<file path="src/rtl/seven_seg_bcd_converter.sv">
// seven_seg_bcd_converter: sequential shift-add-3 (double-dabble) binary-to-BCD converter
// Sits between the seven-seg peripheral register and the per-digit hex decoders.
// Ports:
//   clock    - system clock, rising edge
//   reset    - asynchronous active-high reset
//   bin_in   - WIDTH-bit binary value to convert
//   start    - conversion request, sampled only while idle
//   busy     - high while a conversion is in flight
//   done     - one-cycle pulse when bcd_out/overflow are updated
//   bcd_out  - packed BCD result, ones digit in [3:0]
//   overflow - a digit at index >= SHOWN_DIGITS of the last result is non-zero
// Optional feature: define SEVEN_SEG_BCD_AUTO_CONVERT_EN to start a conversion
// automatically whenever bin_in differs from the last value sampled.
module seven_seg_bcd_converter #(
    parameter int WIDTH        = 16,
    parameter int DIGITS       = 5,
    parameter int SHOWN_DIGITS = 4
) (
    input  logic                clock,
    input  logic                reset,
    input  logic [WIDTH-1:0]    bin_in,
    input  logic                start,
    output logic                busy,
    output logic                done,
    output logic [4*DIGITS-1:0] bcd_out,
    output logic                overflow
);
    localparam int BW = 4 * DIGITS;
    localparam int TW = BW + WIDTH;
    localparam int CW = $clog2(WIDTH + 1);

    typedef enum logic [1:0] {IDLE, SHIFT, FINISH} state_t;

    state_t          state_q, state_d;
    logic [TW-1:0]   work_q, work_d, adj;
    logic [CW-1:0]   cnt_q, cnt_d;
    logic            busy_q, busy_d;
    logic            done_q, done_d;
    logic [BW-1:0]   bcd_q, bcd_d;
    logic            ovf_q, ovf_d;
    logic            go;
`ifdef SEVEN_SEG_BCD_AUTO_CONVERT_EN
    logic [WIDTH-1:0] last_q, last_d;
`endif

    always_comb begin
        state_d = state_q;
        work_d  = work_q;
        cnt_d   = cnt_q;
        busy_d  = busy_q;
        done_d  = 1'b0;
        bcd_d   = bcd_q;
        ovf_d   = ovf_q;
`ifdef SEVEN_SEG_BCD_AUTO_CONVERT_EN
        last_d  = last_q;
        go      = start || (bin_in != last_q);
`else
        go      = start;
`endif
        // Field-local add-3 on every BCD digit; no carry crosses a digit boundary.
        adj = work_q;
        for (int i = 0; i < DIGITS; i++)
            if (adj[WIDTH+4*i +: 4] >= 4'd5)
                adj[WIDTH+4*i +: 4] = adj[WIDTH+4*i +: 4] + 4'd3;
        case (state_q)
            IDLE: begin
                if (go) begin
                    state_d = SHIFT;
                    work_d  = {{BW{1'b0}}, bin_in};
                    cnt_d   = '0;
                    busy_d  = 1'b1;
`ifdef SEVEN_SEG_BCD_AUTO_CONVERT_EN
                    last_d  = bin_in;
`endif
                end
            end
            SHIFT: begin
                work_d  = adj << 1;
                cnt_d   = cnt_q + 1'b1;
                state_d = (cnt_q == CW'(WIDTH - 1)) ? FINISH : SHIFT;
            end
            FINISH: begin
                state_d = IDLE;
                bcd_d   = work_q[TW-1:WIDTH];
                ovf_d   = |work_q[TW-1:WIDTH+4*SHOWN_DIGITS];
                done_d  = 1'b1;
                busy_d  = 1'b0;
            end
            default: state_d = IDLE;
        endcase
    end

    always_ff @(posedge clock or posedge reset) begin
        if (reset) begin
            state_q <= IDLE;
            work_q  <= '0;
            cnt_q   <= '0;
            busy_q  <= 1'b0;
            done_q  <= 1'b0;
            bcd_q   <= '0;
            ovf_q   <= 1'b0;
`ifdef SEVEN_SEG_BCD_AUTO_CONVERT_EN
            last_q  <= '0;
`endif
        end else begin
            state_q <= state_d;
            work_q  <= work_d;
            cnt_q   <= cnt_d;
            busy_q  <= busy_d;
            done_q  <= done_d;
            bcd_q   <= bcd_d;
            ovf_q   <= ovf_d;
`ifdef SEVEN_SEG_BCD_AUTO_CONVERT_EN
            last_q  <= last_d;
`endif
        end
    end

    assign busy     = busy_q;
    assign done     = done_q;
    assign bcd_out  = bcd_q;
    assign overflow = ovf_q;
endmodule

</file>
<file path="config.mk">
export PLATFORM = sky130hd
export DESIGN_NAME = seven_seg_bcd_converter
export DESIGN_NICKNAME = d
export VERILOG_FILES = /design/src/rtl/seven_seg_bcd_converter.sv
export SDC_FILE = /design/constraint.sdc
export NUM_CORES = 1
export LEC_CHECK = 0
export ABC_AREA = 1
export BUFFER_PORTS_ARGS = -buffer_cell sky130_fd_sc_hd__buf_2
export CAP_MARGIN = 20
export CORE_UTILIZATION = 57
export DETAILED_ROUTE_END_ITERATION = 8
export PLACE_DENSITY = 0.79
export SLEW_MARGIN = 5
export SYNTH_ARGS = -nofsm -noshare
export SYNTH_HDL_FRONTEND = slang
export SYNTH_SLANG_ARGS = --single-unit
</file>
<file path="constraint.sdc">
create_clock -name clock -period 3 [get_ports clock]
set_clock_uncertainty 0.2 [all_clocks]
set_input_delay 0.9 -clock clock [delete_from_list [all_inputs] [get_ports clock]]
set_output_delay 0.9 -clock clock [all_outputs]
set_load 0.02 [all_outputs]
</file>
## Word level (Yosys, flattened, before mapping)

Cells that the tools add are included.
Widths: inputs -> output; s select.

| word-level totals | value |
|---|---|
| input port bits | 19 |
| output and inout port bits | 23 |
| word-level logic and storage cells | 43 |
| bits in registers | 66 |

| cells by class | value |
|---|---|
| equality and inequality tests | 4 |
| reduce and logical (&&, ||, !) cells | 6 |
| muxes and demuxes | 15 |
| add/subtract/negate cells | 6 |
| magnitude comparators | 5 |

Operators by type and width:

| cell | count |
|---|---|
| $pmux 36 s2 | 1 |
| $mux 36 | 1 |
| $ge 4x3->1 const B | 5 |
| $add 4x2->4 const B | 4 |
| $mux 4 | 4 |
| $pmux 5 s2 | 1 |
| $add 5x1->5 const B | 1 |
| $eq 5x4->1 const B | 1 |
| $mux 5 | 1 |
| $mux 2 | 2 |
| $pmux 2 s2 | 1 |
| $reduce_and 2->1 | 2 |
| $reduce_bool 2->1 | 2 |
| $reduce_or 4->1 | 1 |
| $add 3x2->3 const B | 1 |
| $mux 3 | 1 |
| $eq 2x1->1 const B | 1 |
| $eq 2x2->1 const B | 1 |
| $logic_not 2->1 | 1 |
| $mux 1 | 2 |
| $ne 2x2->1 const B | 1 |
| $pmux 1 s2 | 1 |

## Longest topological paths before layout

| logic depth | value |
|---|---|
| depth in word-level cells | 3 |
| depth in mapped cells | 8 |
| gate-level depth less buffers | 8 |

## Least setup slack after synthesis

Ideal clock, no wire load.

| timing | value |
|---|---|
| path type | in2reg |
| start point | in start |
| end point | reg work_q[1] |
| slack | 1224 ps |
| path buffers | 1 |
| library setup time | 68 ps |
| arrival | 1507 ps |
| data required time | 2732 ps |
| stages on the path | 5 |
| path through | nand2_1 nor2_2 buf_2 nand2_1 nand3_1 |

| between the ends | value |
|---|---|
| word-level cells in the longest chain between the ends | 2 |

Ends and longest elaborated chain:

| what | line | text |
|---|---|---|
| start, declared | 22 | `input logic start,` |
| $ne 2x2->1 (no source line) | n/a |  |
| $reduce_and 2->1 (no source line) | n/a |  |
| end signal, assigned | 107 | `work_q <= work_d;` |
| end, declared | 35 | `logic [TW-1:0] work_q, work_d, adj;` |

No other way between the ends.
A chain may end at the register's enable or synchronous reset.

## Worst setup path in the final report

| timing | value |
|---|---|
| start point | reg bcd_q[14] (netlist: bcd_out[14]) |
| end point | out bcd_out[14] |

RTL lines:

| what | line | text |
|---|---|---|
| start, declared | 39 | `logic [BW-1:0] bcd_q, bcd_d;` |
| start signal, assigned | 100 | `bcd_q <= '0;` |
| start signal, assigned | 111 | `bcd_q <= bcd_d;` |
| end, declared | 25 | `output logic [4*DIGITS-1:0] bcd_out,` |

No word-level cell between the ends.

==> impl_metrics.tcl <==
set metrics [dict create \
    outcome "complete, no violations" \
    cp_top_family "flip-flops" \
    postCtsHoldBufs 0 \
    gp_congestion 0.820 \
    period_share_pct 66.1 \
    grt_pass1_vias 2252 \
    grt_first_pass_wirelength_mm 9.77 \
    netlist_instances 368 \
    antenna_found_initial 0 \
    max_cap_viol_count 0 \
    drc 0 \
    drt-pass1-iter-count 4 \
    clk_latency_ps 340 \
    cp.required_ps 1900 \
    rows 26 \
    viasPerCell 5.15 \
    yosysUniqueCellTypes 19 \
    post_dp_cell_area_sq_um 3320 \
    die_area_sq_um 5700 \
    finalInstanceArea_sq_um 3530 \
    wire_per_inst_um 11.9 \
    slew_headroom_pct 58.3 \
    ys_seq_elements 66 \
    clk_pin_slew_ps 70 \
    drive_gt1_share_pct 14.9 \
    cp_max_fo 2 \
    rsz0062_at_grt "no" \
    end_kind "output pin" \
    root_buffer "clkbuf_8" \
    initial_core_util_pct 59.9 \
    cp_num_buf_inv 1 \
    syn2layout_area_growth_pct 14.6 \
    postSynthNetCount 400 \
    cts_buffers 9 \
    num_vias 2502 \
    cts_tree "yes" \
    cp-start-kind "register" \
    netlist_area_sq_um 3080 \
    h-tree-depth 3 \
    gr-total-overflow 0 \
    worst-setup-path-type "reg -> out" \
    leakage_nw 1.86 \
    finalHoldViolCount 0 \
    yosysWarningCount 0 \
    drtIter0Drc 145 \
    tightestPinTransition_ps 625 \
    io_buffers 41 \
    path_cells "buf_2" \
    arrival_ps 880 \
    finalSetupViolations 0 \
    powerDensity_nw_per_um2 1060 \
    irDropWorstVdd_v 0.000652 \
    clockBufferDepth 2 \
    ant_nets 0 \
    fillers 453 \
    die_x_um 75.5 \
    fin_nets 443 \
    crit_path_max_incr_delay_ps 380 \
    ys_seq_area_share_pct 53.7 \
    crit_path_top_delay_cell "dfrtp_1" \
    postCtsSetupBuffers 0 \
    syn_area_per_cell_sq_um 8.36 \
    fin_tns_setup_ps 0 \
    grt_max_degree 42 \
    diodes 0 \
    cts.sinks 66 \
    min_path_type "reg -> reg" \
    core_area_sq_um 5140 \
    track_usage_pct 23.1 \
    slew_violations 0 \
    period_needed_ps 1980 \
    io_pins 42 \
    hpwl_mm 3.82 \
    cts-resized-gates 0 \
    max_freq_mhz 505 \
    wl_mm 5.78 \
    die_y_um 75.5 \
]
cells in the final DEF (no fill, tap or decap):
| master | count |
|---|---|
| a21oi_1 | 2 |
| buf_12 | 1 |
| buf_16 | 1 |
| buf_2 | 41 |
| clkbuf_1 | 2 |
| clkbuf_8 | 12 |
| clkinv_2 | 2 |
| dfrtp_1 | 66 |
| ha_1 | 13 |
| inv_1 | 32 |
| inv_2 | 3 |
| nand2_1 | 131 |
| nand2_2 | 1 |
| nand3_1 | 39 |
| nand4_1 | 11 |
| nor2_1 | 13 |
| nor2_2 | 1 |
| o211ai_1 | 1 |
| o21a_1 | 1 |
| o21ai_0 | 41 |
| o22ai_1 | 2 |
per-stage QoR:
step	instances	setup slack [ps]	hold slack, ps	power (mW)	util [%]
CTS	485	1010	225	3.77	68.1
floorplan	368	245	201	2.71	-
global route	486	973	235	4.12	68.6
global placement	469	846	213	3.01	64.6
finish	486	1020	223	3.75	68.6
detailed placement	469	791	216	3.09	64.6
registers in the layout (all words and copies together) (netlist names):
register,flops
bcd_out,20
busy,1
cnt_q,5
done,1
overflow,1
state_q,2
work_q,36
where the power goes:
group	total [mW]	internal [mW]	leakage, nW	switching, mW
clock network	0.682	0.366	0.0965	0.316
logic	1.58	0.551	0.950	1.03
registers	1.49	1.25	0.818	0.232
worst paths after layout:
kind | startpoint | cells past startpoint | slack [ps] | end
hold reg to reg | state_q[1]$_DFFE_PP0P_ | 1 | 220 | state_q[1]$_DFFE_PP0P_
setup / recovery | bcd_out[14]$_DFFE_PP0P_ | 1 | 1020 | bcd_out[14]
max in group asynchronous | reset | 3 | 1550 | work_q[0]$_DFFE_PP0P_
hold / removal | state_q[1]$_DFFE_PP0P_ | 1 | 220 | state_q[1]$_DFFE_PP0P_
min in group asynchronous | reset | 2 | 430 | work_q[30]$_DFFE_PP0P_
setup reg to reg | state_q[0]$_DFFE_PP0P_ | 5 | 1190 | bcd_out[2]$_DFFE_PP0P_
final cells by class:
class	count	area (sq um)	share of cell area (%)
sequential	66	1650	46.8
multi-input combinational	256	1220	34.6
timing repair buffer	43	253	7.16
clock buffer	14	173	4.89
inverter	35	131	3.72
tap	70	87.6	2.48
clock inverter	2	10.0	0.284
cell usage after synthesis:
cell type | count | area, sq um
buf_2 | 6 | 30.0
inv_1 | 33 | 124
inv_2 | 2 | 7.51
o21a_1 | 1 | 7.51
buf_6 | 3 | 33.8
nand2_2 | 1 | 6.26
clkbuf_1 | 1 | 3.75
o22ai_1 | 2 | 12.5
nand2_1 | 131 | 492
o21ai_0 | 41 | 205
o211ai_1 | 1 | 7.51
dfrtp_1 | 66 | 1650
nand3_1 | 39 | 195
a21oi_1 | 2 | 10.0
nor2_1 | 13 | 48.8
clkbuf_2 | 1 | 5.00
nor2_2 | 1 | 6.26
ha_1 | 13 | 163
nand4_1 | 11 | 68.8
metal layers:
| layer | vias to the layer above | part of all wire (%) | wire (um) | GRT usage, % |
|---|---|---|---|---|
| met5 | - | 0 | 0 | 0 |
| met1 | 1167 | 48 | 2750 | 29.5 |
| met3 | 11 | 3.9 | 224 | 5.03 |
| li1 | 1277 | - | - | - |
| met4 | 0 | 1.9 | 107 | 10.7 |
| met2 | 47 | 47 | 2700 | 37.7 |
cell families (layout without fill, tap and decap cells):
group,count (synthesis),count (layout),share of synthesized area [%]
AOI/OAI and AO/OA,47,47,7.89
and+or+nand+nor,196,196,26.5
adders and majority gates,13,13,5.28
buffers and inverters,46,94,6.63
DFF,66,66,53.7
(Power assumes the default switching activity.)
